File: src/rtl/imm_operand_encoder_pkg.sv
// imm_operand_encoder_pkg: immediate type codes, pipeline payloads and range helper
package imm_operand_encoder_pkg;
  typedef enum logic [2:0] {
    RTYPE = 3'd0,
    ITYPE = 3'd1,
    STYPE = 3'd2,
    BTYPE = 3'd3,
    UTYPE = 3'd4,
    JTYPE = 3'd5
  } imm_type_e;
  typedef struct packed {
    logic [31:0] base;
    logic [31:0] imm;
    logic [2:0]  typ;
  } enc_req_t;
  typedef struct packed {
    logic [31:0] instr;
    logic        err;
  } enc_rsp_t;
  function automatic logic fits_signed(logic [31:0] v, int bits);
    logic [31:0] s;
    s = 32'($signed(v) >>> (bits - 1));
    return s == '0 || s == '1;
  endfunction
endpackage

File: src/rtl/imm_operand_encoder_if.sv
// imm_operand_encoder_if: request/response stream and error counter bundle
interface imm_operand_encoder_if #(parameter int ERR_CNT_W = 16);
  logic                 in_valid;
  logic                 in_ready;
  logic [31:0]          in_base;
  logic [31:0]          in_imm;
  logic [2:0]           in_type;
  logic                 out_valid;
  logic                 out_ready;
  logic [31:0]          out_instr;
  logic                 out_err;
  logic [ERR_CNT_W-1:0] err_cnt;
  logic                 err_cnt_clr;
  modport slave (
    input  in_valid, in_base, in_imm, in_type, out_ready, err_cnt_clr,
    output in_ready, out_valid, out_instr, out_err, err_cnt
  );
  modport master (
    output in_valid, in_base, in_imm, in_type, out_ready, err_cnt_clr,
    input  in_ready, out_valid, out_instr, out_err, err_cnt
  );
endinterface

File: src/rtl/imm_operand_encoder_packer.sv
// imm_field_packer: scatters an immediate into its RV32I field positions and range-checks it
module imm_field_packer
  import imm_operand_encoder_pkg::*;
(
  input  logic [31:0] base,
  input  logic [31:0] imm,
  input  logic [2:0]  typ,
  output logic [31:0] instr,
  output logic        err
);
  logic [31:0] packed_w;
  logic        ok;
  // pick field layout and legality by type; unrepresentable values leave the base untouched
  always_comb begin
    packed_w = base;
    ok = 1'b0;
    case (typ)
      RTYPE: ok = imm == '0;
      ITYPE: begin
        packed_w = {imm[11:0], base[19:0]};
        ok = fits_signed(imm, 12);
      end
      STYPE: begin
        packed_w = {imm[11:5], base[24:12], imm[4:0], base[6:0]};
        ok = fits_signed(imm, 12);
      end
      BTYPE: begin
        packed_w = {imm[12], imm[10:5], base[24:12], imm[4:1], imm[11], base[6:0]};
        ok = fits_signed(imm, 13) && !imm[0];
      end
      UTYPE: begin
        packed_w = {imm[31:12], base[11:0]};
        ok = imm[11:0] == '0;
      end
      JTYPE: begin
        packed_w = {imm[20], imm[10:1], imm[11], imm[19:12], base[11:0]};
        ok = fits_signed(imm, 21) && !imm[0];
      end
      default: ok = 1'b0;
    endcase
    instr = ok ? packed_w : base;
    err = !ok;
  end
endmodule

File: src/rtl/imm_operand_encoder.sv
// imm_operand_encoder: 2-stage valid/ready pipeline packing immediates into RV32I instructions
module imm_operand_encoder
  import imm_operand_encoder_pkg::*;
#(
  parameter int ERR_CNT_W = 16
) (
  input logic                  clk,
  input logic                  rst,
  imm_operand_encoder_if.slave bus
);
  enc_req_t             s1;
  enc_rsp_t             s2;
  logic                 s1_valid;
  logic                 s2_valid;
  logic                 s1_adv;
  logic [31:0]          pk_instr;
  logic                 pk_err;
  logic [ERR_CNT_W-1:0] cnt;
  assign s1_adv        = !s2_valid || bus.out_ready;
  assign bus.in_ready  = !s1_valid || s1_adv;
  assign bus.out_valid = s2_valid;
  assign bus.out_instr = s2.instr;
  assign bus.out_err   = s2.err;
  assign bus.err_cnt   = cnt;
  imm_field_packer u_packer (
    .base  (s1.base),
    .imm   (s1.imm),
    .typ   (s1.typ),
    .instr (pk_instr),
    .err   (pk_err)
  );
  // stage 1 captures the raw request whenever it has room
  always_ff @(posedge clk or posedge rst)
    if (rst) begin
      s1_valid <= 1'b0;
      s1 <= '0;
    end else if (bus.in_ready) begin
      s1_valid <= bus.in_valid;
      if (bus.in_valid) s1 <= '{base: bus.in_base, imm: bus.in_imm, typ: bus.in_type};
    end
  // stage 2 holds the packed result until downstream takes it
  always_ff @(posedge clk or posedge rst)
    if (rst) begin
      s2_valid <= 1'b0;
      s2 <= '0;
    end else if (s1_adv) begin
      s2_valid <= s1_valid;
      if (s1_valid) s2 <= '{instr: pk_instr, err: pk_err};
    end
  // saturating count of delivered error beats; clear beats a same-cycle increment
  always_ff @(posedge clk or posedge rst)
    if (rst) cnt <= '0;
    else if (bus.err_cnt_clr) cnt <= '0;
    else if (s2_valid && bus.out_ready && s2.err && !(&cnt)) cnt <= cnt + 1'b1;
endmodule

File: src/flat_wrapper.sv
// flat-port wrapper written by rule: the top's interface ports become plain ports
module imm_operand_encoder_flat import imm_operand_encoder_pkg::*;
#(
  parameter int ERR_CNT_W = 16
)
  (clk, rst, bus_in_valid, bus_in_base, bus_in_imm, bus_in_type, bus_out_ready, bus_err_cnt_clr, bus_in_ready, bus_out_valid, bus_out_instr, bus_out_err, bus_err_cnt);
  imm_operand_encoder_if #(.ERR_CNT_W(ERR_CNT_W)) bus_i ();
  input logic clk;
  input logic rst;
  input wire logic [$bits(bus_i.in_valid)-1:0] bus_in_valid;
  input wire logic [$bits(bus_i.in_base)-1:0] bus_in_base;
  input wire logic [$bits(bus_i.in_imm)-1:0] bus_in_imm;
  input wire logic [$bits(bus_i.in_type)-1:0] bus_in_type;
  input wire logic [$bits(bus_i.out_ready)-1:0] bus_out_ready;
  input wire logic [$bits(bus_i.err_cnt_clr)-1:0] bus_err_cnt_clr;
  output wire logic [$bits(bus_i.in_ready)-1:0] bus_in_ready;
  output wire logic [$bits(bus_i.out_valid)-1:0] bus_out_valid;
  output wire logic [$bits(bus_i.out_instr)-1:0] bus_out_instr;
  output wire logic [$bits(bus_i.out_err)-1:0] bus_out_err;
  output wire logic [$bits(bus_i.err_cnt)-1:0] bus_err_cnt;
  assign bus_i.in_valid = bus_in_valid;
  assign bus_i.in_base = bus_in_base;
  assign bus_i.in_imm = bus_in_imm;
  assign bus_i.in_type = bus_in_type;
  assign bus_i.out_ready = bus_out_ready;
  assign bus_i.err_cnt_clr = bus_err_cnt_clr;
  assign bus_in_ready = bus_i.in_ready;
  assign bus_out_valid = bus_i.out_valid;
  assign bus_out_instr = bus_i.out_instr;
  assign bus_out_err = bus_i.out_err;
  assign bus_err_cnt = bus_i.err_cnt;
  imm_operand_encoder #(.ERR_CNT_W(ERR_CNT_W)) u_core (.clk(clk), .rst(rst), .bus(bus_i));
endmodule
File: config.mk
export PLATFORM = sky130hd
export DESIGN_NAME = imm_operand_encoder_flat
export DESIGN_NICKNAME = d
export VERILOG_FILES = /design/src/rtl/imm_operand_encoder_pkg.sv /design/src/rtl/imm_operand_encoder_if.sv /design/src/rtl/imm_operand_encoder_packer.sv /design/src/rtl/imm_operand_encoder.sv /design/src/flat_wrapper.sv
export SDC_FILE = /design/constraint.sdc
export NUM_CORES = 1
export LEC_CHECK = 0
export ABC_CLOCK_PERIOD_IN_PS = 3900
export CORE_ASPECT_RATIO = 0.9
export CORE_MARGIN = 4
export CORE_UTILIZATION = 46
export CTS_CLUSTER_SIZE = 16
export DETAILED_ROUTE_END_ITERATION = 8
export GPL_ROUTABILITY_DRIVEN = 0
export PLACE_DENSITY_LB_ADDON = 0.12
export SYNTH_ARGS = -nofsm -noshare
export SYNTH_HDL_FRONTEND = slang
export SYNTH_HIERARCHICAL = 1
export SYNTH_SLANG_ARGS = --single-unit
File: constraint.sdc
create_clock -name clk -period 3.9 [get_ports clk]
set_clock_uncertainty 0.1 [all_clocks]
set_input_delay 0.78 -clock clk [delete_from_list [all_inputs] [get_ports clk]]
set_output_delay 0.78 -clock clk [all_outputs]
set_load 0.01 [all_outputs]
==> flow_summary.rst <==
.. list-table::
   :header-rows: 1

   * - Metric
     - Value
   * - Result of the run
     - finished, final reports clean
   * - Num ports
     - between 100 and 150
   * - WS Path Type
     - register to register
   * - Antenna-violating nets left
     - 0
   * - Share of the clock period used by the worst path
     - 0.825
   * - Detailed-router iteration count before antenna repair
     - 4
   * - Clock tree from TritonCTS
     - built
   * - Endpoint kind of the worst setup timing path
     - register
   * - Number of failing setup endpoints in the final timing report
     - 0
   * - Library cells used by synthesis
     - 52
   * - Critical Path Start
     - u_core/s1[2]
   * - Global-route wire length before repair
     - around 22 mm
   * - Die X
     - 125 um
   * - Standby leakage power
     - 3.05 nW
   * - Average instance area after synthesis
     - roughly 13 sq um
   * - Number of cells traversed by the worst hold path
     - 1
   * - Capture point of the worst reg-to-reg path
     - u_core/bus.out_instr[12]
   * - Initial antenna violation count
     - 0
   * - Required time worst endpoint
     - roughly 4 ns
   * - Largest net degree at the start of global routing
     - 53
   * - Synthesized Nets
     - 519
   * - Final critical delay including setup and external delays
     - between 3 and 4 ns
   * - Row count
     - 38
   * - Num CTS Buffers
     - 17
   * - # Max-Cap Violations
     - 0
   * - Area enclosed by the die boundary
     - between 10000 and 15000 sq um
   * - Count of buffering cells on the critical path with inverters included
     - 0
   * - Number of inserted diodes
     - 0
   * - Layout area overhead
     - 33.8%
   * - Post-CTS repair timing setup buffer count
     - 0
   * - Total core area
     - about 12000 sq um
   * - Share of flip-flops with an asynchronous set or reset after synthesis
     - 1.00
   * - Total of warnings raised by yosys
     - 6
   * - Buffers added on ports
     - roughly 120
   * - Setup repair after global routing missed its margin
     - no
   * - Sum Neg Setup Slack
     - 0 ns
   * - Dominant register cell in the synthesized netlist
     - dfrtp_1
   * - Master of the slowest instance on the critical path
     - nor2b_1
   * - Max rail drop VDD
     - roughly 320 uV
   * - Mapped cell area
     - 5700 sq um
   * - Number of instances in the synthesized netlist
     - 446
   * - Per-cell via count in the routed design
     - 5.47
   * - GR Overflow Total
     - 0
   * - Die height
     - 114 um
   * - Sequential-to-total area share from yosys stat
     - 0.518
   * - Vias post-DR
     - 4012
   * - Slack of the worst reg-to-reg path
     - 0.68 ns
   * - # DRC
     - 0
   * - Kind of cell with the highest combined delay on the critical path
     - simple AND/OR/NAND/NOR gates
   * - Type of the worst min-delay path
     - register to register
   * - Half-perimeter wire length of the detailed placement result
     - about 9.2 mm
   * - Core occupancy in the finished layout
     - 0.631
   * - Normalized max-slew margin
     - 0.369
   * - Max Buffers Root-to-Sink
     - 2
   * - Cts hold-fix bufs
     - 0
   * - Total Nets Final
     - 637
   * - Number of global-route vias before repair
     - 4203
   * - Worst Reg2Reg Path Length in Cells
     - 7
   * - TritonCTS Sinks
     - ~120
   * - Startpoint of the lowest-slack hold path
     - u_core/s1[43]
   * - EDFF count, synth
     - 0
   * - Seq cells post-synth
     - 118
   * - Power density over cell area
     - 505 nW/um^2
   * - Cell at the root of the clock tree
     - clkbuf_16
   * - Start of the worst register-to-register path
     - u_core/s1[2]
   * - Share of cells above drive strength 1
     - 0.272
   * - Clock latency reported for the late side of the worst-skew pair
     - between 0.4 and 0.5 ns
   * - Chain of cells forming the critical path
     - nor2b_1 > nor3b_1 > a32oi_1 > a211o_1 > a21boi_4 > mux2_4 > mux2_2
   * - Pins over their slew limit
     - 0
   * - Critical path arrival
     - 3.41 ns
   * - Critical Path Fanout Max
     - 20
   * - H-tree Lvls
     - 4
   * - Reg clk slew, reported paths
     - about 0.05 ns
   * - Hold Path End
     - u_core/s1[43]
   * - GR Util All Layers
     - 0.196
   * - Detail-routed net length per standard cell
     - ~18 um
   * - Worst Tran Pin Value
     - roughly 0.94 ns
   * - Number of DRC markers in iteration 0
     - roughly 320
   * - Initial Util
     - 0.472
   * - Detailed-route wire length
     - 13.2 mm
   * - Final Hold Fails
     - 0
   * - Critical path's largest stage delay
     - a little over 0.6 ns
   * - Crit start category
     - register
   * - F_max
     - 311 MHz
   * - Post-CTS resize count
     - 0
[synth_stat cells, types with 3 or more instances]
cell,instances,area [sq um]
dfrtp_1,118,2950
mux2_2,103,1160
a21oi_1,25,125
nand2_1,22,82.6
nand3_1,14,70.1
mux2_1,13,146
buf_2,11,55.1
nor2_1,11,41.3
nor4_1,10,62.6
o21ai_0,9,45.0
mux2_4,8,120
buf_4,7,52.6
nand4_1,7,43.8
nor2b_1,7,43.8
clkbuf_1,6,22.5
nor3_1,6,30.0
o2bb2ai_1,6,52.6
inv_1,5,18.8
o31ai_1,5,37.5
or3_1,5,31.3
or4_1,4,30.0
mux2i_1,3,30.0
nand2b_1,3,18.8
nand3b_1,3,22.5
[layer usage]
layer | GRT usage | wire [um] | part of all wire
met2 | 0.289 | 5910 | 0.45
met3 | 0.0693 | 858 | 0.065
met4 | 0.0737 | 252 | 0.019
met1 | 0.267 | 6170 | 0.47
met5 | 0 | 0 | 0
[logic make-up (layout without fill, tap and decap cells)]
kind of cell / Yosys count / count (layout) / share of synthesized area
DFF: 118 / 118 / 0.518
xor gates and xnor gates: 1 / 1 / 0.00154
AOI/OAI and AO/OA: 60 / 60 / 0.0764
and+or+nand+nor: 108 / 108 / 0.118
adders and majority gates: 1 / 1 / 0.00220
muxes: 127 / 127 / 0.256
buffers and inverters: 31 / 159 / 0.0275
[metrics by stage]
step | power, mW | cell area [sq um] | cells | hold WS [ns] | setup WS (ns)
2_1_floorplan | 1.97 | 5700 | 446 | 0.357 | 1.26
3_3_place_gp | 2.31 | 7040 | 705 | 0.382 | 0.872
3_5_place_dp | 2.33 | 7040 | 705 | 0.390 | 0.767
4_1_cts | 3.89 | 7620 | 734 | 0.401 | 0.779
5_1_grt | 4.03 | 7620 | 734 | 0.414 | 0.551
6_report | 3.85 | 7620 | 734 | 0.397 | 0.684
[power breakdown]
group,total [mW],internal [mW],switching (mW)
combinational,0.724,0.454,0.270
clock,1.54,1.04,0.501
sequential,1.58,1.42,0.163
total,3.85,2.92,0.933
[registers in the layout (all words and copies together), names as in the netlist]
signal and count:
u_core/s1 67, u_core/s1_valid 1, u_core/bus.out_err 1, u_core/bus.out_valid 1
u_core/bus.err_cnt 16, u_core/bus.out_instr 32
[worst max-delay path by stage]
stage          slack (ns)  cells past startpoint                       end
2_1_floorplan        1.26                      7  u_core/bus.out_instr[12]
3_3_place_gp         0.87                      7  u_core/bus.out_instr[18]
3_5_place_dp         0.77                      7  u_core/bus.out_instr[12]
4_1_cts              0.78                      7  u_core/bus.out_instr[12]
5_1_grt              0.55                      7  u_core/bus.out_instr[14]
6_report             0.68                      7  u_core/bus.out_instr[12]
[cell usage in the layout, fill, tap and decap left out, types with 5 or more instances in the layout]
cell type        netlist  layout
a21oi_1               25      25
clkbuf_1               6       5
clkbuf_16              0      17
clkdlybuf4s50_1        0     122
dfrtp_1              118     118
mux2_1                13      13
mux2_2               103     103
mux2_4                 8       8
nand2_1               22      20
nand3_1               14      14
nand4_1                7       7
nor2_1                11      11
nor2b_1                7       7
nor3_1                 6       6
nor4_1                10      10
o21ai_0                9       9
o2bb2ai_1              6       6
o31ai_1                5       5
or3_1                  5       5
[layout make-up]
type | instances | area (sq um)
Fill cell | 937 | 4450
Tap cell | 160 | 200
Sequential cell | 118 | 2950
Timing Repair Buffer | 125 | 1270
Multi-Input combinational cell | 297 | 2600
Clock buffer | 25 | 485
Clock inverter | 4 | 95.1
Inverter | 5 | 22.5
(Power assumes the default switching activity.)
